$ cat src/rtl/modulo_matriz_pkg.sv
// Shared constants, load FSM state type and column mask helper for the
// 5x7 matrix display controller.
package modulo_matriz_pkg;

    localparam int COLS = 5;
    localparam int ROWS = 7;
    localparam int BITS = 35;

    typedef enum logic {
        IDLE = 1'b0,
        LOAD = 1'b1
    } state_t;

    // Seven-bit write-enable window for column c: bits [34-7c : 28-7c].
    function automatic logic [BITS-1:0] col_mask(input logic [2:0] c);
        logic [BITS-1:0] base;
        base = {{(BITS-ROWS){1'b0}}, {ROWS{1'b1}}};
        if (int'(c) >= COLS) begin
            return '0;
        end
        return base << (BITS - ROWS * (int'(c) + 1));
    endfunction

endpackage

$ cat src/rtl/modulo_varredura_colunas.sv
// Column scanner: dwell counter, column index and registered column/row
// drivers, with blanking that freezes the row lines but not the scan.
module modulo_varredura_colunas
    import modulo_matriz_pkg::*;
#(
    parameter int DWELL = 1000
) (
    input  logic             clk,
    input  logic             clr,
    input  logic             blank,
    input  logic [BITS-1:0]  reg_q,
    output logic [COLS-1:0]  col_n,
    output logic [ROWS-1:0]  row
);

    localparam int CNT_W = 16;
    localparam logic [CNT_W-1:0] CNT_LAST = CNT_W'(DWELL - 1);

    logic [CNT_W-1:0] cnt_q, cnt_d;
    logic [2:0]       col_q, col_d;
    logic [COLS-1:0]  col_n_q, col_n_d;
    logic [ROWS-1:0]  row_q, row_d;

    logic [COLS-1:0]  onehot_w;
    logic [ROWS-1:0]  slice_w [COLS];
    logic [ROWS-1:0]  row_sel;

    // Row 0 of each column is the most significant bit of its slice.
    for (genvar gi = 0; gi < COLS; gi++) begin : g_col
        assign onehot_w[gi] = (col_q == 3'(gi));
        for (genvar gr = 0; gr < ROWS; gr++) begin : g_row
            assign slice_w[gi][gr] = reg_q[BITS - 1 - ROWS * gi - gr];
        end
    end

    always_comb begin
        row_sel = '1;
        for (int c = 0; c < COLS; c++) begin
            if (onehot_w[c]) begin
                row_sel = slice_w[c];
            end
        end
    end

    always_comb begin
        cnt_d   = cnt_q + 1'b1;
        col_d   = col_q;
        col_n_d = ~onehot_w;
        row_d   = row_sel;
        if (cnt_q == CNT_LAST) begin
            cnt_d = '0;
            col_d = (col_q == 3'(COLS - 1)) ? 3'd0 : col_q + 3'd1;
        end
        if (blank) begin
            col_n_d = '1;
            row_d   = row_q;
        end
    end

    always_ff @(posedge clk) begin
        if (clr) begin
            cnt_q   <= '0;
            col_q   <= '0;
            col_n_q <= '1;
            row_q   <= '1;
        end else begin
            cnt_q   <= cnt_d;
            col_q   <= col_d;
            col_n_q <= col_n_d;
            row_q   <= row_d;
        end
    end

    assign col_n = col_n_q;
    assign row   = row_q;

endmodule

$ cat src/rtl/modulo_ctrl_matriz.sv
// Matrix register controller: loads a 35-bit pattern one column per cycle
// and scans the stored pattern onto the column/row display lines.
module modulo_ctrl_matriz
    import modulo_matriz_pkg::*;
#(
    parameter int DWELL = 1000
) (
    input  logic             clk,
    input  logic             clr,
    input  logic             wr_req,
    input  logic [BITS-1:0]  wr_data,
    output logic             wr_ack,
    output logic             busy,
    output logic [BITS-1:0]  ld,
    output logic [BITS-1:0]  reg_d,
    input  logic [BITS-1:0]  reg_q,
    output logic [COLS-1:0]  col_n,
    output logic [ROWS-1:0]  row
);

    state_t          state_q, state_d;
    logic [2:0]      k_q, k_d;
    logic [BITS-1:0] shadow_q, shadow_d;
    logic [BITS-1:0] ld_q, ld_d;
    logic            wr_ack_q, wr_ack_d;
    logic            busy_q, busy_d;

    // Outputs are computed for the state being entered so they line up
    // with the registered state.
    always_comb begin
        state_d  = state_q;
        k_d      = k_q;
        shadow_d = shadow_q;
        ld_d     = '0;
        wr_ack_d = 1'b0;
        busy_d   = busy_q;
        case (state_q)
            IDLE: begin
                busy_d = 1'b0;
                if (wr_req) begin
                    state_d  = LOAD;
                    k_d      = 3'd0;
                    shadow_d = wr_data;
                    ld_d     = col_mask(3'd0);
                    wr_ack_d = 1'b1;
                    busy_d   = 1'b1;
                end
            end
            LOAD: begin
                if (k_q == 3'(COLS - 1)) begin
                    state_d = IDLE;
                    k_d     = 3'd0;
                    busy_d  = 1'b0;
                end else begin
                    k_d    = k_q + 3'd1;
                    ld_d   = col_mask(k_q + 3'd1);
                    busy_d = 1'b1;
                end
            end
            default: begin
                state_d = IDLE;
                k_d     = 3'd0;
                busy_d  = 1'b0;
            end
        endcase
    end

    always_ff @(posedge clk) begin
        if (clr) begin
            state_q  <= IDLE;
            k_q      <= '0;
            shadow_q <= '1;
            ld_q     <= '0;
            wr_ack_q <= 1'b0;
            busy_q   <= 1'b0;
        end else begin
            state_q  <= state_d;
            k_q      <= k_d;
            shadow_q <= shadow_d;
            ld_q     <= ld_d;
            wr_ack_q <= wr_ack_d;
            busy_q   <= busy_d;
        end
    end

    assign wr_ack = wr_ack_q;
    assign busy   = busy_q;
    assign ld     = ld_q;
    assign reg_d  = shadow_q;

    // Blanking follows the next busy value so col_n blanks in exactly the
    // cycles where busy is high.
    modulo_varredura_colunas #(
        .DWELL (DWELL)
    ) u_varredura (
        .clk   (clk),
        .clr   (clr),
        .blank (busy_d),
        .reg_q (reg_q),
        .col_n (col_n),
        .row   (row)
    );

endmodule

$ cat config.mk
export PLATFORM = sky130hd
export DESIGN_NAME = modulo_ctrl_matriz
export DESIGN_NICKNAME = d
export VERILOG_FILES = /design/src/rtl/modulo_matriz_pkg.sv /design/src/rtl/modulo_varredura_colunas.sv /design/src/rtl/modulo_ctrl_matriz.sv
export SDC_FILE = /design/constraint.sdc
export NUM_CORES = 1
export LEC_CHECK = 0
export CAP_MARGIN = 20
export CORE_ASPECT_RATIO = 0.8
export CORE_MARGIN = 2
export CORE_UTILIZATION = 40
export CTS_BUF_LIST = sky130_fd_sc_hd__clkbuf_8
export CTS_CLUSTER_DIAMETER = 40
export CTS_CLUSTER_SIZE = 25
export DETAILED_ROUTE_END_ITERATION = 7
export DONT_BUFFER_PORTS = 1
export PLACE_DENSITY_LB_ADDON = 0.1
export SLEW_MARGIN = 10
export SYNTH_ARGS = -nofsm -noshare
export SYNTH_HDL_FRONTEND = slang
export SYNTH_HIERARCHICAL = 1
export SYNTH_SLANG_ARGS = --single-unit
$ cat constraint.sdc
create_clock -name clk -period 3.7 [get_ports clk]
set_input_delay 0.185 -clock clk [delete_from_list [all_inputs] [get_ports clk]]
set_output_delay 0.185 -clock clk [all_outputs]
set_load 0.01 [all_outputs]
### After elaboration in Yosys (flattened, before gate mapping)

Cells that the tools add are included.

| cells by class | value |
|---|---|
| bitwise logic cells | 2 |
| shift operators | 1 |
| multipliers | 1 |
| reduce and logical (&&, ||, !) cells | 5 |
| $add $sub $neg | 5 |
| magnitude comparators | 1 |
| equal/unequal tests | 7 |
| muxes and demuxes | 20 |

Operators with widths:

| kind | count |
|---|---|
| two-way mux 35 bit | 4 |
| case mux 35 bit (2 select lines) | 1 |
| two-way mux 7 bit | 5 |
| << shifter 7 x 32 -> 35 bit, first input constant | 1 |
| adder 16 x 1 -> 16 bit, second input constant | 1 |
| == test 16 x 10 -> 1 bit, second input constant | 1 |
| two-way mux 3 bit | 3 |
| subtractor 6 x 7 -> 8 bit, first input constant | 1 |
| multiplier 3 x 4 -> 7 bit, first input constant | 1 |
| adder 3 x 1 -> 3 bit, second input constant | 2 |
| == test 3 x 2 -> 1 bit, second input constant | 2 |
| == test 3 bit, second input constant | 2 |
| case mux 3 bit (2 select lines) | 1 |
| OR reduction 2 bit | 3 |
| two-way mux 1 bit | 5 |
| NOT 5 bit | 1 |
| adder 3 x 1 -> 4 bit, second input constant | 1 |
| == test 3 x 1 -> 1 bit, second input constant | 1 |
| greater-or-equal comparator 3 bit, second input constant | 1 |
| logical NOT 3 bit | 1 |
| inequality test 2 bit, second input constant | 1 |
| case mux 1 bit (2 select lines) | 1 |
| AND reduction 2 bit | 1 |
| NOT 1 bit | 1 |

| storage, ports and cells | value |
|---|---|
| output and inout port bits | 84 |
| input port bits | 73 |
| register bits after elaboration | 106 |

### Logic depth before layout (Yosys ltp)

Gate-level depths: netlist of the first run.

| logic depth | value |
|---|---|
| depth after elaboration | 8 |
| gate-level depth with buffers | 18 |

### Hierarchy

The synthesis of the first run kept the hierarchy.

By module, submodules not included:

| module | instances | seq. area each (sq um) | cells each | area each (sq um) |
|---|---|---|---|---|
| modulo_ctrl_matriz | 1 | 1501.4 | 331 | 3175.5 |
| modulo_varredura_colunas | 1 | 620.6 | 187 | 1587.8 |

### Least setup slack after synthesis of the first run

Ideal clock, no wire load.

| timing path | value |
|---|---|
| path kind | reg2reg |
| from | reg k_q[0] |
| to | reg ld_q[19] (netlist: ld[19]) |
| data required time | 3.633 ns |
| buffers on the path | 3 |
| library setup time | 0.067 ns |
| clock period less this slack | 3.739 ns |
| setup slack | -0.039 ns |
| cell stages (with the launch flop) | 18 |
| data arrival time | 3.672 ns |
| cell sequence | dfxtp_1 > clkbuf_1 > inv_1 > ha_1 > clkbuf_2 > inv_1 > nand2_1 > nand2_1 > xnor2_1 > ha_1 > a21o_1 > ha_1 > ha_1 > xnor2_1 > or3_1 > buf_2 > or4b_4 > a21oi_2 |

| on the way | value |
|---|---|
| word-level cells in the longest chain between the ends | 8 |

Ends and longest elaborated chain:

| what | RTL line | source |
|---|---|---|
| start: declaration | modulo_ctrl_matriz.sv:22 | `logic [2:0] k_q, k_d;` |
| start signal: assignment | modulo_ctrl_matriz.sv:78 | `k_q <= k_d;` |
| adder 3 x 1 -> 3 bit | modulo_ctrl_matriz.sv:56 | `ld_d = col_mask(k_q + 3'd1);` |
| adder 3 x 1 -> 4 bit / greater-or-equal comparator 3 bit (equally long branches) | modulo_matriz_pkg.sv:21, modulo_matriz_pkg.sv:18 |  |
| multiplier 3 x 4 -> 7 bit / two-way mux 1 bit (equally long branches) | modulo_matriz_pkg.sv:21, modulo_matriz_pkg.sv:18 |  |
| subtractor 6 x 7 -> 8 bit / two-way mux 1 bit (equally long branches) | modulo_matriz_pkg.sv:21, modulo_ctrl_matriz.sv:50 |  |
| << shifter 7 x 32 -> 35 bit / two-way mux 1 bit (equally long branches) | modulo_matriz_pkg.sv:21, modulo_ctrl_matriz.sv:37 |  |
| two-way mux 35 bit | modulo_matriz_pkg.sv:21 | `return base << (BITS - ROWS * (int'(c) + 1));` |
| two-way mux 35 bit * | modulo_ctrl_matriz.sv:50 | `if (k_q == 3'(COLS - 1)) begin` |
| case mux 35 bit (2 select lines) * | modulo_ctrl_matriz.sv:37 | `case (state_q)` |
| end signal: assignment | modulo_ctrl_matriz.sv:80 | `ld_q <= ld_d;` |
| end: declaration | modulo_ctrl_matriz.sv:24 | `logic [BITS-1:0] ld_q, ld_d;` |

Mark *: on every way between the ends. The rest lies on a longest branch, timed or not. The select of a mux whose other input is x is not followed.
A chain may end at the register's enable or synchronous reset.

### Final worst setup path of the first run

| timing path | value |
|---|---|
| from | reg k_q[0] |
| to | reg ld_q[32] (netlist: ld[32]) |

The elaborated chain is that of the path after synthesis.

==> results of run 1 <==
-- path summary, 6_finish.rpt --
kind                                         from                         endpoint  slack [ns]
setup / recovery              k_q[0]$_SDFFE_PP0P_                ld[32]$_SDFF_PP0_        0.21
hold reg to reg   u_varredura/cnt_q[0]$_SDFF_PP0_  u_varredura/cnt_q[0]$_SDFF_PP0_        0.45
setup reg to reg              k_q[0]$_SDFFE_PP0P_                ld[32]$_SDFF_PP0_        0.21
hold / removal                           reg_q[1]  u_varredura/row[5]$_SDFFE_PP1N_        0.02
-- registers in the layout (all words and copies together) (netlist names) --
name and flops:
u_varredura/row 7, busy 1, u_varredura/cnt_q 16, wr_ack 1, ld 35, u_varredura/col_n 5
reg_d 35, k_q 3, u_varredura/col_q 3
-- cells in the final DEF (no fill, tap or decap), drive strengths merged, types with 2 or more instances in the layout --
cell type and n:
dlygate4sd3 40, nand2 59, or4 8, nor4 6, ha 22, a21oi 19, and2 2, and4 2
o21ai 4, or2 5, or3 4, a221oi 7, clkbuf 9, nand4 5, a21o 2, nor2 46
mux2i 38, o32a 10, inv 23, nor3b 10, nor2b 13, clkinv 2, nand3 10, xor2 8
a31oi 5, nand2b 4, buf 16, a22oi 3, dfxtp 106, xnor2 11, and3 2, o31ai 13
nand3b 3, nor3 31
-- metal layers --
metal	share of wire, %	vias to the layer above	global-route usage [%]	routed length (µm)
met1	45	1810	22.6	5290
met2	46	153	29.0	5480
met3	7.4	16	5.12	870
met5	0	-	0	0
met4	1.3	0	4.65	157
li1	-	1888	-	-
-- through the flow --
step           power, mW  setup WS [ns]
6_report            2.42          0.207
5_1_grt             2.54         0.0154
4_1_cts             2.42        0.00163
3_5_place_dp        1.70         0.0525
3_3_place_gp        1.69          0.180
2_1_floorplan       1.58         0.0709
-- cells by family (layout without fill, tap and decap cells) --
| logic type | after synthesis | after routing | synth area share [%] |
|---|---|---|---|
| multiplexers | 38 | 38 | 7.99 |
| XOR/XNOR | 19 | 19 | 3.89 |
| adder cells (fa/ha/maj) | 22 | 22 | 5.78 |
| flip-flops | 106 | 106 | 44.5 |
| buffers and inverters | 51 | 91 | 4.47 |
| AND/OR/NAND/NOR | 212 | 212 | 22.2 |
| other | 0 | 1 | 0 |
| AO/OA/AOI/OAI | 70 | 70 | 11.1 |
-- layout make-up --
type,instances,area share (%)
well taps,148,3.33
flip-flops and latches,106,38.2
diodes,1,0.0450
repair buffers,56,9.36
clock inverters,7,1.21
inverters,19,1.28
clock buffers,9,2.23
multi-input cells,361,44.3
-- critical path, delay by kind of cell, from the launching register on --
family / cells / cell delay, ns
AOI/OAI and AO/OA: 3 / 0.53
xor gates and xnor gates: 2 / 0.34
adders and majority gates: 4 / 0.99
buffers and inverters: 3 / 0.59
DFF: 1 / 0.36
and+or+nand+nor: 2 / 0.60
-- what timing repair did --
item                                    CTS  global route
endpoints found under the setup margin    0            34
gates resized for setup                   0             8
hold buffers                             40             0
endpoints found under the hold margin    53             0
buffers inserted                          0             0
-- power by group through the flow --
stage	logic [mW]	clock network, mW	registers, mW
2_1_floorplan	0.312	0	1.26
3_3_place_gp	0.414	0	1.28
3_5_place_dp	0.421	0	1.28
4_1_cts	0.458	0.715	1.25
5_1_grt	0.520	0.764	1.26
6_report	0.474	0.693	1.25
==> metrics.md, run 1 <==
| Metric | Value |
|---|---|
| CP max FO | 16 |
| Vias | 3,867 |
| Post-Syn Instances | 518 |
| Critical-path top delay cell | or4_1 |
| Post-Syn Area per Cell | 9.20 µm² |
| Clock share of power | 28.7% |
| CP Class | reg2reg |
| Vias in the first global route | 3,626 |
| Max incr delay on CP | 0.47 ns |
| Final Skew | 0.00954 ns |
| Ys async rst share | 0% |
| Fin crit period | 3.49 ns |
| Switching share of power | 31.8% |
| Reg2Reg Depth | 14 |
| Worst-Margin Slew | 0.647 ns |
| HP Class | in2reg |
| Hold_ws | 0.0155 ns |
| Crit start category | register |
| I/O Buffers | 0 |
| Max_slew headroom | 56.7% |
| Design area | 5560 µm² |
| Cell-internal power | 1.65 mW |
| Switching power | 0.770 mW |
| Fillers | 1,104 |
| CP most frequent cell | ha_1 |
| Required @ worst endpoint | 3.98 ns |
| Hold Vio Cnt, Final | 0 |
| Post-Syn Nets | 613 |
| Largest area contributor in the netlist | dfxtp_1 |
| Placed cells | 650 |
| CTS H-Tree Depth | 3 |
| Top_reg_cell synth | dfxtp_1 |
| Multi-input gate area | 2460 µm² |
| # Max-Cap Violations | 0 |
| Syn Std Cell Area | 4760 µm² |
| Max Clk Rate | 0.286 GHz |
| RSZ-0062 raised after global routing | no |
| Pwr/cell area | 435 nW/µm² |
| Seq pwr share | 51.7% |
| Initial Util | 41.2% |
| Area after DPL | 4940 µm² |
| Core Util, Final | 48.1% |
| FP Rows | 35 |
| Status | completed |
| RePlAce Congestion | 0.890 |
| TritonCTS clock tree | done |
| Post-route ant nets | 0 |
| Worst EP arrival | 3.77 ns |
| CTS clk-pin slew, worst paths | 0.11 ns |
| Post-synth EDFFs | 0 |
| Area Growth Syn to Fin | 16.8% |
| Clock Sinks | 106 |
| Most frequent cells after synthesis | dfxtp_1 (106), nand2_1 (59), nor2_1 (46), mux2i_1 (38), nor3_1 (31) |
| Sequential cell area | 2130 µm² |
| Setup Viol. Count Final | 0 |
| Post-DP HPWL | 8.10 mm |
| Synth warnings | 6 |
| DRC viols | 0 |
| Top cells by area, synth | dfxtp_1 (45%), mux2i_1 (8.0%), ha_1 (5.8%) |
| Gate power share | 19.6% |
| Via density | 5.47 |
| Chip height | 102 µm |
| Final Net Count | 648 |
| Share of cells above drive strength 1 | 9.50% |
| Core area | 11,600 µm² |
| Remaining Overflow, GRT | 0 |
| Die ar. | 12,800 µm² |
| Router iterations before antenna repair | 4 |
| Period utilization | 94.4% |
| Leak | 2.12 nW |
| Yosys top cell area share | 44.5% |
| Final WL | 11.8 mm |
| Register area share after synthesis | 44.5% |
| CP endpoint kind | register |
| Seq cells post-synth | 106 |
| WHS Path Cells | 2 |
| Crit path cell chain | inv_1 -> ha_1 -> xor2_1 -> inv_1 -> xnor2_1 -> ha_1 -> a21o_1 -> ha_1 -> ha_1 -> or4_1 -> o311ai_0 -> nor2_2 -> buf_4 -> o31ai_2 |
| Clk root buf | clkbuf_8 |
| Clock Latency Late Sink | 0.36 ns |
| IO Count | 157 |
| Netlist cell types | 48 |
| Pin count of the biggest net entering global routing | 38 |
| Wire length per cell | 16.7 µm |
| VDD IR-drop max | 264 µV |
| Global-route wire length before repair | 18.2 mm |
| Most common cell in the netlist | dfxtp_1 |
| Final slew viol count | 0 |
| Final Instance Count excl. Fillers | 707 |
| Clock Path Buffers | 2 |
| Drt first-iter violations | 205 |
| Die width | 126 µm |
| Initial antenna violation count | 0 |
| CTS buffer count | 9 |
| Setup TNS | 0 ns |
| GRT Total Usage | 17.5% |
Power figures use the tool's default switching activity.
==> inputs of run 2 (changes only) <==
--- a/config.mk
+++ b/config.mk
@@ -5,6 +5,7 @@
 export SDC_FILE = /design/constraint.sdc
 export NUM_CORES = 1
 export LEC_CHECK = 0
+export ABC_AREA = 1
 export CAP_MARGIN = 20
 export CORE_ASPECT_RATIO = 0.8
 export CORE_MARGIN = 2
==> run 2 against run 1 <==
Compared with the run above: critical path depth rose by 6; synthesized area rose by 6.8%; die area rose by 6.5%; non-clock buffer count fell by 14; combinational power rose by 21%; final area rose by 4.2%; largest cell class unchanged; final cell count rose by 30%; register-to-register slack improved by 0.14 ns; flip-flop and latch count did not move; synthesized cell count rose by 38%; via count rose by 15%; sequential power barely moved; largest power group unchanged.
==> metrics.md, run 2 <==
| Metric | Value |
|---|---|
| WHS Path Cells | 4 |
| Die width | 130 µm |
| Crit start category | register |
| Most Crowded Layer GR | met2 |
| Seq cells post-synth | 106 |
| I/O Buffers | 0 |
| Multi-input gate area | 2560 µm² |
| Yosys top cell area share | 41.7% |
| Synth warnings | 6 |
| Top_reg_cell synth | dfxtp_1 |
| CTS buffer count | 9 |
| Core area | 12,300 µm² |
| Tot Pwr | 2.52 mW |
| Router iterations before antenna repair | 5 |
| Pwr/cell area | 435 nW/µm² |
| Initial antenna violation count | 0 |
| Final Net Count | 840 |
| Core Util, Final | 47.1% |
| Worst EP arrival | 3.66 ns |
| Die ar. | 13,600 µm² |
| Global-route wire length before repair | 20.0 mm |
| Share of cells above drive strength 1 | 10.9% |
| FP Rows | 36 |
| Reg2Reg Depth | 20 |
| Setup Viol. Count Final | 0 |
| CP Class | reg2reg |
| Placed cells | 867 |
| Hold path startpoint | reg_q[1] |
| Setup Fix Bufs, Post-CTS | 0 |
| Antenna Cells | 0 |
| Final Skew | 0.0102 ns |
| Area Growth Syn to Fin | 13.9% |
| Reg-to-reg endpoint | ld[3]$_SDFF_PP0_ |
| CTS H-Tree Depth | 3 |
| Remaining Overflow, GRT | 0 |
| Post-Syn Nets | 809 |
| Vias in the first global route | 4,221 |
| CP endpoint kind | register |
| HP Class | in2reg |
| Clock Sinks | 106 |
| PnR worst setup slack | 0.349 ns |
| Initial Util | 41.4% |
| CP max FO | 15 |
| Vias | 4,450 |
| Met3 Resource Use GR | 6.14% |
| Chip height | 105 µm |
| Final slew viol count | 0 |
| Hold Path End | u_varredura/row[5]$_SDFFE_PP1N_ |
| GRT Total Usage | 18.3% |
| Top cells by area, synth | dfxtp_1 (42%), nand2_1 (16%), nand3_1 (8.5%) |
| TritonCTS clock tree | done |
| Via density | 4.83 |
| Reg-to-reg slack, setup | 0.35 ns |
| Status | completed |
| Pin count of the biggest net entering global routing | 40 |
| Post-synth EDFFs | 0 |
| Largest area contributor in the netlist | dfxtp_1 |
| Clock Latency Late Sink | 0.38 ns |
| Post-Syn Area per Cell | 7.12 µm² |
| DRC viols | 0 |
| Max Clk Rate | 0.298 GHz |
| Most common cell after layout, fill and taps aside | nand2_1 |
| Fillers | 1,228 |
| Max_slew headroom | 39.2% |
| Most frequent cells in the layout | nand2_1 (219), dfxtp_1 (104), nand3_1 (86), nor2_1 (77), inv_1 (70) |
| Sequential cell area | 2120 µm² |
| Post-DP HPWL | 8.77 mm |
| Netlist cell types | 33 |
| Final Instance Count excl. Fillers | 921 |
| Worst-Margin Slew | 0.907 ns |
| Pre-CTS setup slack | 0.160 ns |
| Register area share after synthesis | 41.7% |
| IO Count | 157 |
| Leak | 2.64 nW |
| Period utilization | 90.6% |
| Fin crit period | 3.35 ns |
| Post-Syn Instances | 714 |
| Most common cell in the netlist | nand2_1 |
| Clock Path Buffers | 2 |
| Clk root buf | clkbuf_8 |
| Drt first-iter violations | 314 |
| GR Layer Usage met2 | 29.5% |
| Wire length per cell | 13.3 µm |
| Final WL | 12.3 mm |
| GR met1 Demand/Resource | 23.6% |
| Most frequent cells after synthesis | nand2_1 (219), dfxtp_1 (106), nand3_1 (86), nor2_1 (78), inv_1 (70) |
| Hold Vio Cnt, Final | 0 |
| Worst R2R Start | k_q[0]$_SDFFE_PP0P_ |
| Required @ worst endpoint | 4.01 ns |
| Ys async rst share | 0% |
| CTS clk-pin slew, worst paths | 0.10 ns |
| # Max-Cap Violations | 0 |
| Syn Std Cell Area | 5090 µm² |
| VDD IR-drop max | 280 µV |
| Post-route ant nets | 0 |
| Setup TNS | 0 ns |
| RePlAce Congestion | 0.856 |
run 2: cell count changes in the layout (fill, tap and decap cells not counted), sizes merged, moves of 10 or more:
cell	before	now
inv	23	80
nand2	59	233
mux2i	38	0
nor3b	10	0
nor2	46	101
buf	16	4
nor2b	13	0
o32a	10	0
nor3	31	4
nand3	10	88
o31ai	13	0
run 2: area by class of cell:
cell class,instances,share of cell area [%]
flip-flops and latches,106,36.7
clock buffers,11,2.61
multi-input cells,506,44.2
repair buffers,42,7.08
well taps,171,3.69
clock inverters,5,0.518
inverters,80,5.18
run 2: what timing repair did:
action	4_1_cts	5_1_grt
gates resized for setup	0	6
hold buffers	38	0
endpoints found under the setup margin	0	34
hold endpoints to repair	54	0
run 2: logic make-up after synthesis:
| logic type | synth area share [%] |
|---|---|
| AND/OR/NAND/NOR | 39.3 |
| flip-flops | 41.7 |
| buffers and inverters | 8.34 |
| AO/OA/AOI/OAI | 3.99 |
| adder cells (fa/ha/maj) | 5.41 |
| XOR/XNOR | 1.21 |
run 2: metrics by stage:
| stage | hold WS [ns] | cell area (µm²) |
|---|---|---|
| 2_1_floorplan | 0.254 | 5090 |
| 3_3_place_gp | 0.260 | 5210 |
| 3_5_place_dp | 0.261 | 5210 |
| 4_1_cts | 0.00848 | 5770 |
| 5_1_grt | 0.0141 | 5790 |
| 6_report | 0.0338 | 5790 |
run 2: per-layer routing:
metal / wire [µm] / vias to the layer above
met5: 0 / -
met4: 115 / 0
met3: 881 / 11
met2: 5620 / 147
met1: 5670 / 2011
li1: - / 2281
run 2: worst max-delay path: stages, from the launching register on:
cell and delay (ns):
dfxtp_2 0.43, ha_1 0.35, inv_2 0.07, nand2_2 0.08, nand2_2 0.08, xnor2_1 0.14, inv_1 0.12, nand3_1 0.08
nand2_1 0.06, inv_1 0.04, ha_1 0.26, ha_1 0.28, xnor2_1 0.13, ha_1 0.17, inv_1 0.05, nand3_1 0.07
nand2_1 0.07, nand3_1 0.08, nand2_2 0.31, nand2_8 0.21, nor2_1 0.17
run 2: power by group:
| group | leakage (nW) | switching [mW] | internal (mW) | total [mW] |
|---|---|---|---|---|
| sequential | 0.870 | 0.0734 | 1.21 | 1.28 |
| clock | 0.0965 | 0.387 | 0.278 | 0.665 |
| combinational | 1.67 | 0.385 | 0.191 | 0.575 |
| total | 2.64 | 0.845 | 1.68 | 2.52 |
run 2: worst max-delay path by stage:
stage                             start                 to  slack, ns
floorplan           k_q[0]$_SDFFE_PP0P_  ld[25]$_SDFF_PP0_       0.37
CTS                 k_q[0]$_SDFFE_PP0P_   ld[3]$_SDFF_PP0_       0.14
global route        k_q[1]$_SDFFE_PP0P_  ld[32]$_SDFF_PP0_     -0.003
global placement    k_q[0]$_SDFFE_PP0P_  ld[34]$_SDFF_PP0_       0.29
finish              k_q[0]$_SDFFE_PP0P_   ld[3]$_SDFF_PP0_       0.35
detailed placement  k_q[0]$_SDFFE_PP0P_   ld[3]$_SDFF_PP0_       0.16
